===== src/rtl/mul_iterative_unit.sv =====
// Sequential shift-add multiplier: one accumulate/shift step per clock, 2*WIDTH-bit product.
// Optional MUL_EARLY_EXIT_EN finishes as soon as the remaining multiplier bits are all zero.
module mul_iterative_unit #(
  parameter int WIDTH = 16,
  parameter int CNT_W = 5
) (
  input  logic               Clock,
  input  logic               Reset,
  input  logic               iStart,
  input  logic               iSigned,
  input  logic [WIDTH-1:0]   iA,
  input  logic [WIDTH-1:0]   iB,
  output logic               oBusy,
  output logic               oDone,
  output logic [2*WIDTH-1:0] oResult
);

  typedef enum logic [1:0] {
    IDLE,
    BUSY,
    DONE
  } state_t;

  state_t               state;
  logic [WIDTH-1:0]     mcand;
  logic [WIDTH-1:0]     mplr;
  logic [2*WIDTH-1:0]   acc;
  logic [CNT_W-1:0]     cnt;
  logic                 sign;

  logic [WIDTH-1:0]     mag_a;
  logic [WIDTH-1:0]     mag_b;
  logic                 start_sign;
  logic [2*WIDTH-1:0]   partial;
  logic                 accept;
  logic                 finish;

  // The negated most-negative operand reads correctly as an unsigned WIDTH-bit magnitude.
  assign mag_a      = (iSigned && iA[WIDTH-1]) ? (~iA + 1'b1) : iA;
  assign mag_b      = (iSigned && iB[WIDTH-1]) ? (~iB + 1'b1) : iB;
  assign start_sign = iSigned & (iA[WIDTH-1] ^ iB[WIDTH-1]);
  assign partial    = mplr[0] ? ({{WIDTH{1'b0}}, mcand} << cnt) : '0;
  assign accept     = iStart && (state != BUSY);

  // The final cycle in BUSY is a no-add step: the multiplier has already shifted out to zero.
`ifdef MUL_EARLY_EXIT_EN
  assign finish = (cnt == CNT_W'(WIDTH)) || ((cnt != '0) && (mplr == '0));
`else
  assign finish = (cnt == CNT_W'(WIDTH));
`endif

  always_ff @(posedge Clock or posedge Reset) begin
    if (Reset) begin
      state   <= IDLE;
      mcand   <= '0;
      mplr    <= '0;
      acc     <= '0;
      cnt     <= '0;
      sign    <= 1'b0;
      oBusy   <= 1'b0;
      oDone   <= 1'b0;
      oResult <= '0;
    end else begin
      oDone <= 1'b0;
      if (accept) begin
        mcand <= mag_a;
        mplr  <= mag_b;
        sign  <= start_sign;
        acc   <= '0;
        cnt   <= '0;
        oBusy <= 1'b1;
        state <= BUSY;
      end else begin
        case (state)
          BUSY: begin
            if (finish) begin
              oResult <= sign ? (~acc + 1'b1) : acc;
              oDone   <= 1'b1;
              state   <= DONE;
            end else begin
              acc  <= acc + partial;
              mplr <= mplr >> 1;
              cnt  <= cnt + CNT_W'(1);
            end
          end
          DONE: begin
            oBusy <= 1'b0;
            state <= IDLE;
          end
          default: begin
            oBusy <= 1'b0;
            state <= IDLE;
          end
        endcase
      end
    end
  end

endmodule


===== config.mk =====
export PLATFORM = sky130hd
export DESIGN_NAME = mul_iterative_unit
export DESIGN_NICKNAME = d
export VERILOG_FILES = /design/src/rtl/mul_iterative_unit.sv
export SDC_FILE = /design/constraint.sdc
export NUM_CORES = 1
export LEC_CHECK = 0
export CAP_MARGIN = 10
export CORE_ASPECT_RATIO = 1.2
export CORE_MARGIN = 1.5
export CORE_UTILIZATION = 52
export DETAILED_ROUTE_END_ITERATION = 16
export MAX_ROUTING_LAYER = met4
export PLACE_DENSITY = 0.81
export SETUP_SLACK_MARGIN = 0.2
export SLEW_MARGIN = 20
export SYNTH_ARGS = -nofsm -noshare
export SYNTH_HDL_FRONTEND = slang
export SYNTH_SLANG_ARGS = --single-unit

===== constraint.sdc =====
create_clock -name Clock -period 11.3 [get_ports Clock]
set_clock_uncertainty 0.1 [all_clocks]
set_input_delay 2.26 -clock Clock [delete_from_list [all_inputs] [get_ports Clock]]
set_output_delay 2.26 -clock Clock [all_outputs]
set_load 0.005 [all_outputs]

; Word level (Yosys, flattened, before mapping)
; Index checks and enable logic that the tools add are counted.
[word_totals]
register_bits = 106
latch_bits = 0
mem_bits_rw = 0
romBits = 0
input_bits = 36
out_inout_bits = 34
elab_cells = 54
n_memories = 0
[op_classes]
n_addsub = 5
multipliers = 0
div = 0
order_cmp = 0
eq_ne = 6
shift = 1
muxes = 21
bitwise = 6
reduce_logical = 6
[op_table]
columns = op, count
row1 = two-way mux 32 bit, 5
row2 = two-way mux 16 bit, 5
row3 = adder 16 x 1 -> 16 bit (second input constant), 2
row4 = adder 32 x 1 -> 32 bit (second input constant), 1
row5 = adder 32 bit, 1
row6 = inverter 16 bit, 2
row7 = inverter 32 bit, 1
row8 = left shift 16 x 5 -> 32 bit, 1
row9 = two-way mux 5 bit, 3
row10 = two-way mux 2 bit, 3
row11 = adder 5 x 1 -> 5 bit (second input constant), 1
row12 = == test 5 bit (second input constant), 1
row13 = two-way mux 1 bit, 5
row14 = != test 2 bit (second input constant), 2
row15 = logical AND 1 bit, 3
row16 = != test 3 bit (second input constant), 1
row17 = AND reduction 3 bit, 1
row18 = == test 2 x 1 -> 1 bit (second input constant), 1
row19 = != test 2 x 1 -> 1 bit (second input constant), 1
row20 = AND reduction 2 bit, 1
row21 = nonzero test 2 bit, 1
row22 = bitwise AND 1 bit, 1
row23 = inverter 1 bit, 1
row24 = bitwise XOR 1 bit, 1

; Logic depth before layout (Yosys ltp)
; Gate-level depths: netlist (run 1).
[depth]
ltp_word = 6
depth_mapped = 19
ltp_nobuf = 15

; Worst setup path after synthesis (run 1)
; OpenSTA, ideal clock, no wires.
[synth_path]
kind = in2reg
from = in iA[4]
to = reg mcand[13]
setup_time_ns = 0.129
arrival_time_ns = 4.159
setup_slack_ns = 6.913
stages = 7
path_buffers = 0
cell_sequence = or3_4 -> or4_4 -> or4_4 -> or3_4 -> nand2_1 -> xor2_1 -> o21ai_1
[synth_between]
elab_chain_len = 3
[synth_rtl]
columns = element, line
row1 = from (decl), 11  ; input logic [WIDTH-1:0] iA,
row2 = inverter 16 bit, 39  ; assign mag_a = (iSigned && iA[WIDTH-1]) ? (~iA + 1'b1) : iA;
row3 = adder 16 x 1 -> 16 bit, 39
row4 = two-way mux 16 bit, 39
row5 = to (signal assigned), 66  ; mcand <= mag_a;
row6 = to (decl), 25  ; logic [WIDTH-1:0] mcand;
; Every way passes these cells.
; A chain may end at the register's enable or synchronous reset.

; Worst setup path in the final report (run 1)
[layout_path]
from = reg cnt[0]
to = reg acc[28]
[layout_between]
elab_chain_len = 6
[layout_rtl]
columns = element, line
row1 = from (decl), 28  ; logic [CNT_W-1:0] cnt;
row2 = from (signal assigned), 83  ; cnt <= cnt + CNT_W'(1);
row3 = left shift 16 x 5 -> 32 bit, 42  ; assign partial = mplr[0] ? ({{WIDTH{1'b0}}, mcand} << cnt) : '0;
row4 = two-way mux 32 bit, 42
row5 = adder 32 bit, 81  ; acc <= acc + partial;
row6 = two-way mux 32 bit, 76  ; if (finish) begin
row7 = two-way mux 32 bit, 74  ; case (state)
row8 = two-way mux 32 bit, 65  ; if (accept) begin
row9 = to (signal assigned), 81
row10 = to (decl), 27  ; logic [2*WIDTH-1:0] acc;
; Several ways; a longest one is shown, not always the timed one. The select of a mux whose other input is x is not followed.

==> results of run 1 <==
## worst min path at each step
stage	start	end	cells after the start
6_report	oResult[27]	oResult[27]	2
5_1_grt	oResult[27]	oResult[27]	2
2_1_floorplan	mplr[15]	mplr[15]	2
3_5_place_dp	oResult[27]	oResult[27]	2
4_1_cts	oResult[27]	oResult[27]	2
3_3_place_gp	oResult[18]	oResult[18]	2
## layout by cell type, fill, tap and decap left out, drive strengths merged, types with 21 or more instances in the layout
cell type	Yosys	final
nand2	182	182
o21ai	131	131
dfrtp	106	106
nor2	72	72
clkdlybuf4s50	0	69
a21oi	58	58
xor2	55	55
nand3	41	41
ha	36	36
inv	25	28
xnor2	27	27
nor2b	21	21
a31oi	21	21
## per-stage QoR
stage / utilization, % / hold slack (ps)
6_report: 59.61 / 378.6
5_1_grt: 59.61 / 410.0
4_1_cts: 59.60 / 386.7
3_5_place_dp: 57.73 / 369.4
3_3_place_gp: 57.73 / 361.5
2_1_floorplan: - / 349.7
## layer usage
metal,up-vias,wire (µm),track usage (%)
met5,-,0,-
met4,0,738,10.91
met3,53,892,2.769
met2,205,9756,43.09
met1,3426,8377,31.27
li1,3692,-,-
## state kept, by name (all words and copies together) (netlist names)
signal / count
cnt: 5
mplr: 16
oResult: 32
sign: 1
mcand: 16
oDone: 1
state: 2
acc: 32
oBusy: 1
## cell families (layout without fill, tap and decap cells)
logic type      after synthesis  after routing  share of synthesized area [%]
mux                          38             38                          6.731
flops                       106            106                          32.36
compound gates              281            281                          20.24
xor+xnor                     82             82                          8.761
fa+ha+maj                    37             37                          5.739
simple gates                390            390                          22.02
buf+inv                      83            117                          4.151
## worst max-delay path, stage by stage, from the launching register on
cell	delay, ps
dfrtp_1	990
mux4_2	640
nand2_1	100
o21ai_0	150
nor2_1	140
a21oi_1	70
nor2b_1	200
ha_1	430
and4_1	260
o21ai_0	110
a31o_2	250
a211oi_1	460
o21ai_0	320
o311ai_0	390
## synth_stat cells (12+ instances only)
master    instances  area (µm²)
a21oi_1          58       290.3
o21ai_0         129       645.6
o31ai_1          12       90.09
dfrtp_1         106        2653
xnor2_1          27       236.5
mux4_2           13       292.8
ha_1             36       450.4
nor3_1           14       70.07
mux2i_1          18       180.2
clkbuf_1         45       168.9
nor2_1           72       270.3
xor2_1           55       481.7
inv_1            25       93.84
a31oi_1          21       131.4
nor2b_1          21       131.4
nand3_1          41       205.2
nand2_1         182       683.2
## area by class of cell
type | count | area (µm²) | area share, %
clock buffers | 10 | 229.0 | 2.476
clock inverters | 6 | 61.31 | 0.6629
inverters | 27 | 103.9 | 1.123
multi-input cells | 828 | 5213 | 56.36
flip-flops and latches | 106 | 2654 | 28.69
well taps | 208 | 260.3 | 2.814
repair buffers | 74 | 728.2 | 7.873
## where the power goes
| group | total, µW | internal, µW | switching (µW) |
|---|---|---|---|
| logic | 1540 | 682 | 861 |
| clock network | 307 | 155 | 152 |
| registers | 795 | 552 | 243 |
| total | 2650 | 1390 | 1260 |
==> flow_metrics.env, run 1 <==
export IMPL_outcome="completed"
export IMPL_fmax_mhz=211.6
export IMPL_seq_area_frac_synth_pct=32.36
export IMPL_place_inst=1243
export IMPL_rsz0062_at_grt="false"
export IMPL_critPathArrivalTime_ps=4870
export IMPL_via_count=7376
export IMPL_final_setup_worst_slack_ps=6573
export IMPL_start_util_pct=52.84
export IMPL_crit_start="cnt[0]"
export IMPL_layout_drive_gt1_share_pct=5.994
export IMPL_synthCells=1017
export IMPL_gp_congestion=0.9556
export IMPL_clkTransAtPathRegs_ps=70
export IMPL_min_period_over_period_pct=41.83
export IMPL_worstSetupEndpointType="flip-flop"
export IMPL_antenna_found_initial=0
export IMPL_maxSlewHeadroom_pct=31.97
export IMPL_fin_nets=1119
export IMPL_num_antenna_cells=0
export IMPL_core_area_mm2=0.01551
export IMPL_dp_final_hpwl_um=15050
export IMPL_area_growth_synth_to_final_pct=12.82
export IMPL_crit_required_ps=11440
export IMPL_hold_path_class="reg -> reg"
export IMPL_die_x_um=117.6
export IMPL_drc=0
export IMPL_h_tree_depth=3
export IMPL_ys_ff_latch=106
export IMPL_path_class="reg -> reg"
export IMPL_grt_pass1_wl_um=33820
export IMPL_hold_viol_final=0
export IMPL_cts_made_buffers=9
export IMPL_grt_usage_pct=25.57
export IMPL_synth_main_ff_cell="dfrtp_1"
export IMPL_grt_max_degree=67
export IMPL_syn_area_mm2=0.008198
export IMPL_viasPerCell=5.859
export IMPL_fillCellCount=1460
export IMPL_drv_slew=0
export IMPL_tns_ps=0
export IMPL_syn_num_nets=1090
export IMPL_p_per_area_mw_per_mm2=286.0
export IMPL_clockBufferDepth=2
export IMPL_critPathLaunchType="flip-flop"
export IMPL_final_design_area_no_fill_mm2=0.009249
export IMPL_drv_cap=0
export IMPL_critPathCapture="acc[28]"
export IMPL_r2r_end="acc[28]"
export IMPL_r2r_slack_ps=6570
export IMPL_power_uw=2645
export IMPL_avgSynthCellArea_um2=8.061
export IMPL_postCtsSetupRepairBufs=0
export IMPL_postRouteAntennaNets=0
export IMPL_num_io_pins=70
export IMPL_clock_sinks=106
export IMPL_rr_startpoint="cnt[0]"
export IMPL_routed_wl_um=19770
export IMPL_ys_types=62
export IMPL_place_ws_ps=6351
export IMPL_fp_dieH_um=140.5
export IMPL_setup_violations=0
export IMPL_final_cell_count_no_fill=1259
export IMPL_cts_tree="yes"
export IMPL_drtPass1Iterations=5
export IMPL_grt_pass1_vias=6980
export IMPL_ir_drop_uv=113.2
export IMPL_cts_resized=0
export IMPL_placed_area_mm2=0.008957
export IMPL_synth_edf_count=0
export IMPL_reg2reg_depth=13
export IMPL_ctsRootBufferMaster="clkbuf_16"
export IMPL_insertion_delay_ps=360
export IMPL_finalCriticalPeriod_ps=4727
export IMPL_ys_warnings_count=0
export IMPL_total_leakage_power_uw=0.003851
export IMPL_post_drt_wl_per_cell_um=15.70
export IMPL_io_buffer_count=69
export IMPL_synth_async_reset_ratio_pct=100.0
export IMPL_worst_slew_pin_slew_ps=1020
export IMPL_dieArea_mm2=0.01653
export IMPL_grt_ovfl_total=0
export IMPL_holdBufCountCts=0
export IMPL_cp_max_fo=26
export IMPL_row_count=50
export IMPL_first_iter_violations=503
Note: power is estimated with default switching activity, not from simulation.
==> run 2: changes to the inputs <==
PLACE_DENSITY = 0.84   (was 0.81)
clock period = 4.1 ns   (was 11.3 ns; I/O delays follow)
==> flow_metrics.env, run 2 (synthesized netlist as in run 1, its figures left out) <==
export IMPL_layout_drive_gt1_share_pct=12.68
export IMPL_clockBufferDepth=2
export IMPL_ctsRootBufferMaster="clkbuf_16"
export IMPL_postRouteAntennaNets=0
export IMPL_combPwrFrac_pct=63.8
export IMPL_total_leakage_power_uw=0.004074
export IMPL_cts_made_buffers=9
export IMPL_core_area_mm2=0.01551
export IMPL_insertion_delay_ps=360
export IMPL_path_class="reg -> reg"
export IMPL_tns_ps=0
export IMPL_die_x_um=117.6
export IMPL_clkTransAtPathRegs_ps=70
export IMPL_maxSlewHeadroom_pct=34.34
export IMPL_grt_max_degree=84
export IMPL_reg2reg_depth=14
export IMPL_cts_tree="yes"
export IMPL_sequentialPowerShare_pct=25.5
export IMPL_critPathLaunchType="flip-flop"
export IMPL_fin_nets=1164
export IMPL_hold_viol_final=0
export IMPL_num_antenna_cells=0
export IMPL_crit_required_ps=4240
export IMPL_dieArea_mm2=0.01653
export IMPL_final_cell_count_no_fill=1304
export IMPL_drtPass1Iterations=5
export IMPL_swShare_pct=46.34
export IMPL_drc=0
export IMPL_viasPerCell=5.873
export IMPL_start_util_pct=52.84
export IMPL_dp_final_hpwl_um=15770
export IMPL_io_buffer_count=69
export IMPL_cp_max_fo=8
export IMPL_min_from="oResult[15]"
export IMPL_min_period_over_period_pct=92.53
export IMPL_gp_congestion=1.010
export IMPL_grt_usage_pct=26.14
export IMPL_p_switching_uw=3688
export IMPL_ir_drop_uv=345.9
export IMPL_grt_pass1_vias=7091
export IMPL_num_io_pins=70
export IMPL_row_count=50
export IMPL_min_to="oResult[15]"
export IMPL_outcome="completed"
export IMPL_layout_common_cells="nand2_1 (179), o21ai_0 (119), dfrtp_1 (103)"
export IMPL_final_common_cell="nand2_1"
export IMPL_clock_sinks=106
export IMPL_worstSetupEndpointType="flip-flop"
export IMPL_antenna_found_initial=0
export IMPL_first_iter_violations=609
export IMPL_r2r_slack_ps=310
export IMPL_fmax_mhz=263.6
export IMPL_rsz0062_at_grt="true"
export IMPL_finalCriticalPeriod_ps=3794
export IMPL_post_drt_wl_per_cell_um=15.99
export IMPL_place_inst=1281
export IMPL_hold_path_class="reg -> reg"
export IMPL_rr_startpoint="cnt[1]"
export IMPL_grt_ovfl_total=0
export IMPL_grt_pass1_wl_um=34300
export IMPL_power_frac_clock_pct=10.7
export IMPL_fillCellCount=1398
export IMPL_internal_power_uw=4270
export IMPL_drv_cap=0
export IMPL_worstHoldPathCells=2
export IMPL_largest_registers="acc (32), oResult (32)"
export IMPL_worst_slew_pin_slew_ps=981.4
export IMPL_routed_wl_um=20850
export IMPL_p_per_area_mw_per_mm2=814.8
export IMPL_h_tree_depth=3
export IMPL_setup_violations=0
export IMPL_via_count=7658
export IMPL_critPathArrivalTime_ps=3930
export IMPL_fp_dieH_um=140.5
export IMPL_drv_slew=0
export IMPL_r2r_end="acc[24]"
export IMPL_area_growth_synth_to_final_pct=19.14
[run 2: cell types whose count changed in the layout (fill, tap and decap cells not counted), moves of 3 or more]
cell and change:
mux2i_1 -4, buf_4 +42, o21ai_0 -10, mux2i_2 +4, a21oi_2 +10, o21ai_1 +8
a21oi_1 -10, ha_2 +3, ha_1 -5
[run 2: power groups by stage]
stage                     logic (µW)  registers (µW)  clock network [µW]
after floorplan                 3360            1880                   0
after global placement          4650            2010                   0
after detailed placement        4720            2030                   0
after CTS                       4800            2010                 859
after global routing            5620            2100                 895
final                           5080            2030                 849
[run 2: critical path, cell delays in order, from the launching register on]
cell	delay, ps
dfrtp_2	490
buf_6	170
mux2i_1	150
o21ai_1	210
mux2i_2	140
buf_4	180
o21ai_0	180
nand2_1	70
a21boi_0	280
ha_2	400
nor2b_1	150
o21ai_0	130
or3b_4	400
or3_4	380
a32o_1	260
[run 2: routing by layer]
metal	track usage (%)	up-vias	routed length [µm]
met5	-	-	0
met4	12.07	0	851
met3	2.036	52	900
met2	44.38	251	10310
met1	31.84	3574	8788
li1	-	3781	-
[run 2: cell type report]
type                            instances  area (µm²)  area share [%]
Clock inverter                          6       50.05          0.5124
Clock buffer                           10       239.0           2.447
Multi-Input combinational cell        828        5355           54.83
Tap cell                              208       260.3           2.665
Sequential cell                       106        2656           27.20
Timing Repair Buffer                  119        1100           11.26
Inverter                               27       106.4           1.089
[run 2: stage by stage]
step / hold WS [ps] / utilization [%] / total power (µW) / cell area (µm²) / setup slack (ps)
3_3_place_gp: 362.1 / 59.65 / 6656 / 9255 / 143.6
5_1_grt: 407.0 / 62.95 / 8621 / 9767 / 136.7
4_1_cts: 385.2 / 61.77 / 7668 / 9584 / 213.2
2_1_floorplan: 349.7 / - / 5235 / 8205 / 231.3
6_report: 377.8 / 62.95 / 7958 / 9767 / 306.3
3_5_place_dp: 370.1 / 59.65 / 6757 / 9255 / 29.56
[run 2: repair_timing]
| action | 4_1_cts | 5_1_grt |
|---|---|---|
| resized for setup | 6 | 41 |
| gates cloned | 0 | 1 |
| hold buffers | 0 | 0 |
| buffers inserted | 3 | 3 |
| setup endpoints to repair | 6 | 11 |
| pin swaps | 2 | 13 |
[run 2: worst max-delay path by stage]
stage | slack, ps | from | end | cells after the start
finish | 310 | cnt[1] | acc[24] | 14
global route | 140 | cnt[1] | acc[20] | 15
CTS | 210 | cnt[1] | acc[24] | 11
detailed placement | 30 | cnt[1] | acc[24] | 11
global placement | 140 | cnt[1] | acc[24] | 15
floorplan | 230 | cnt[2] | acc[24] | 16
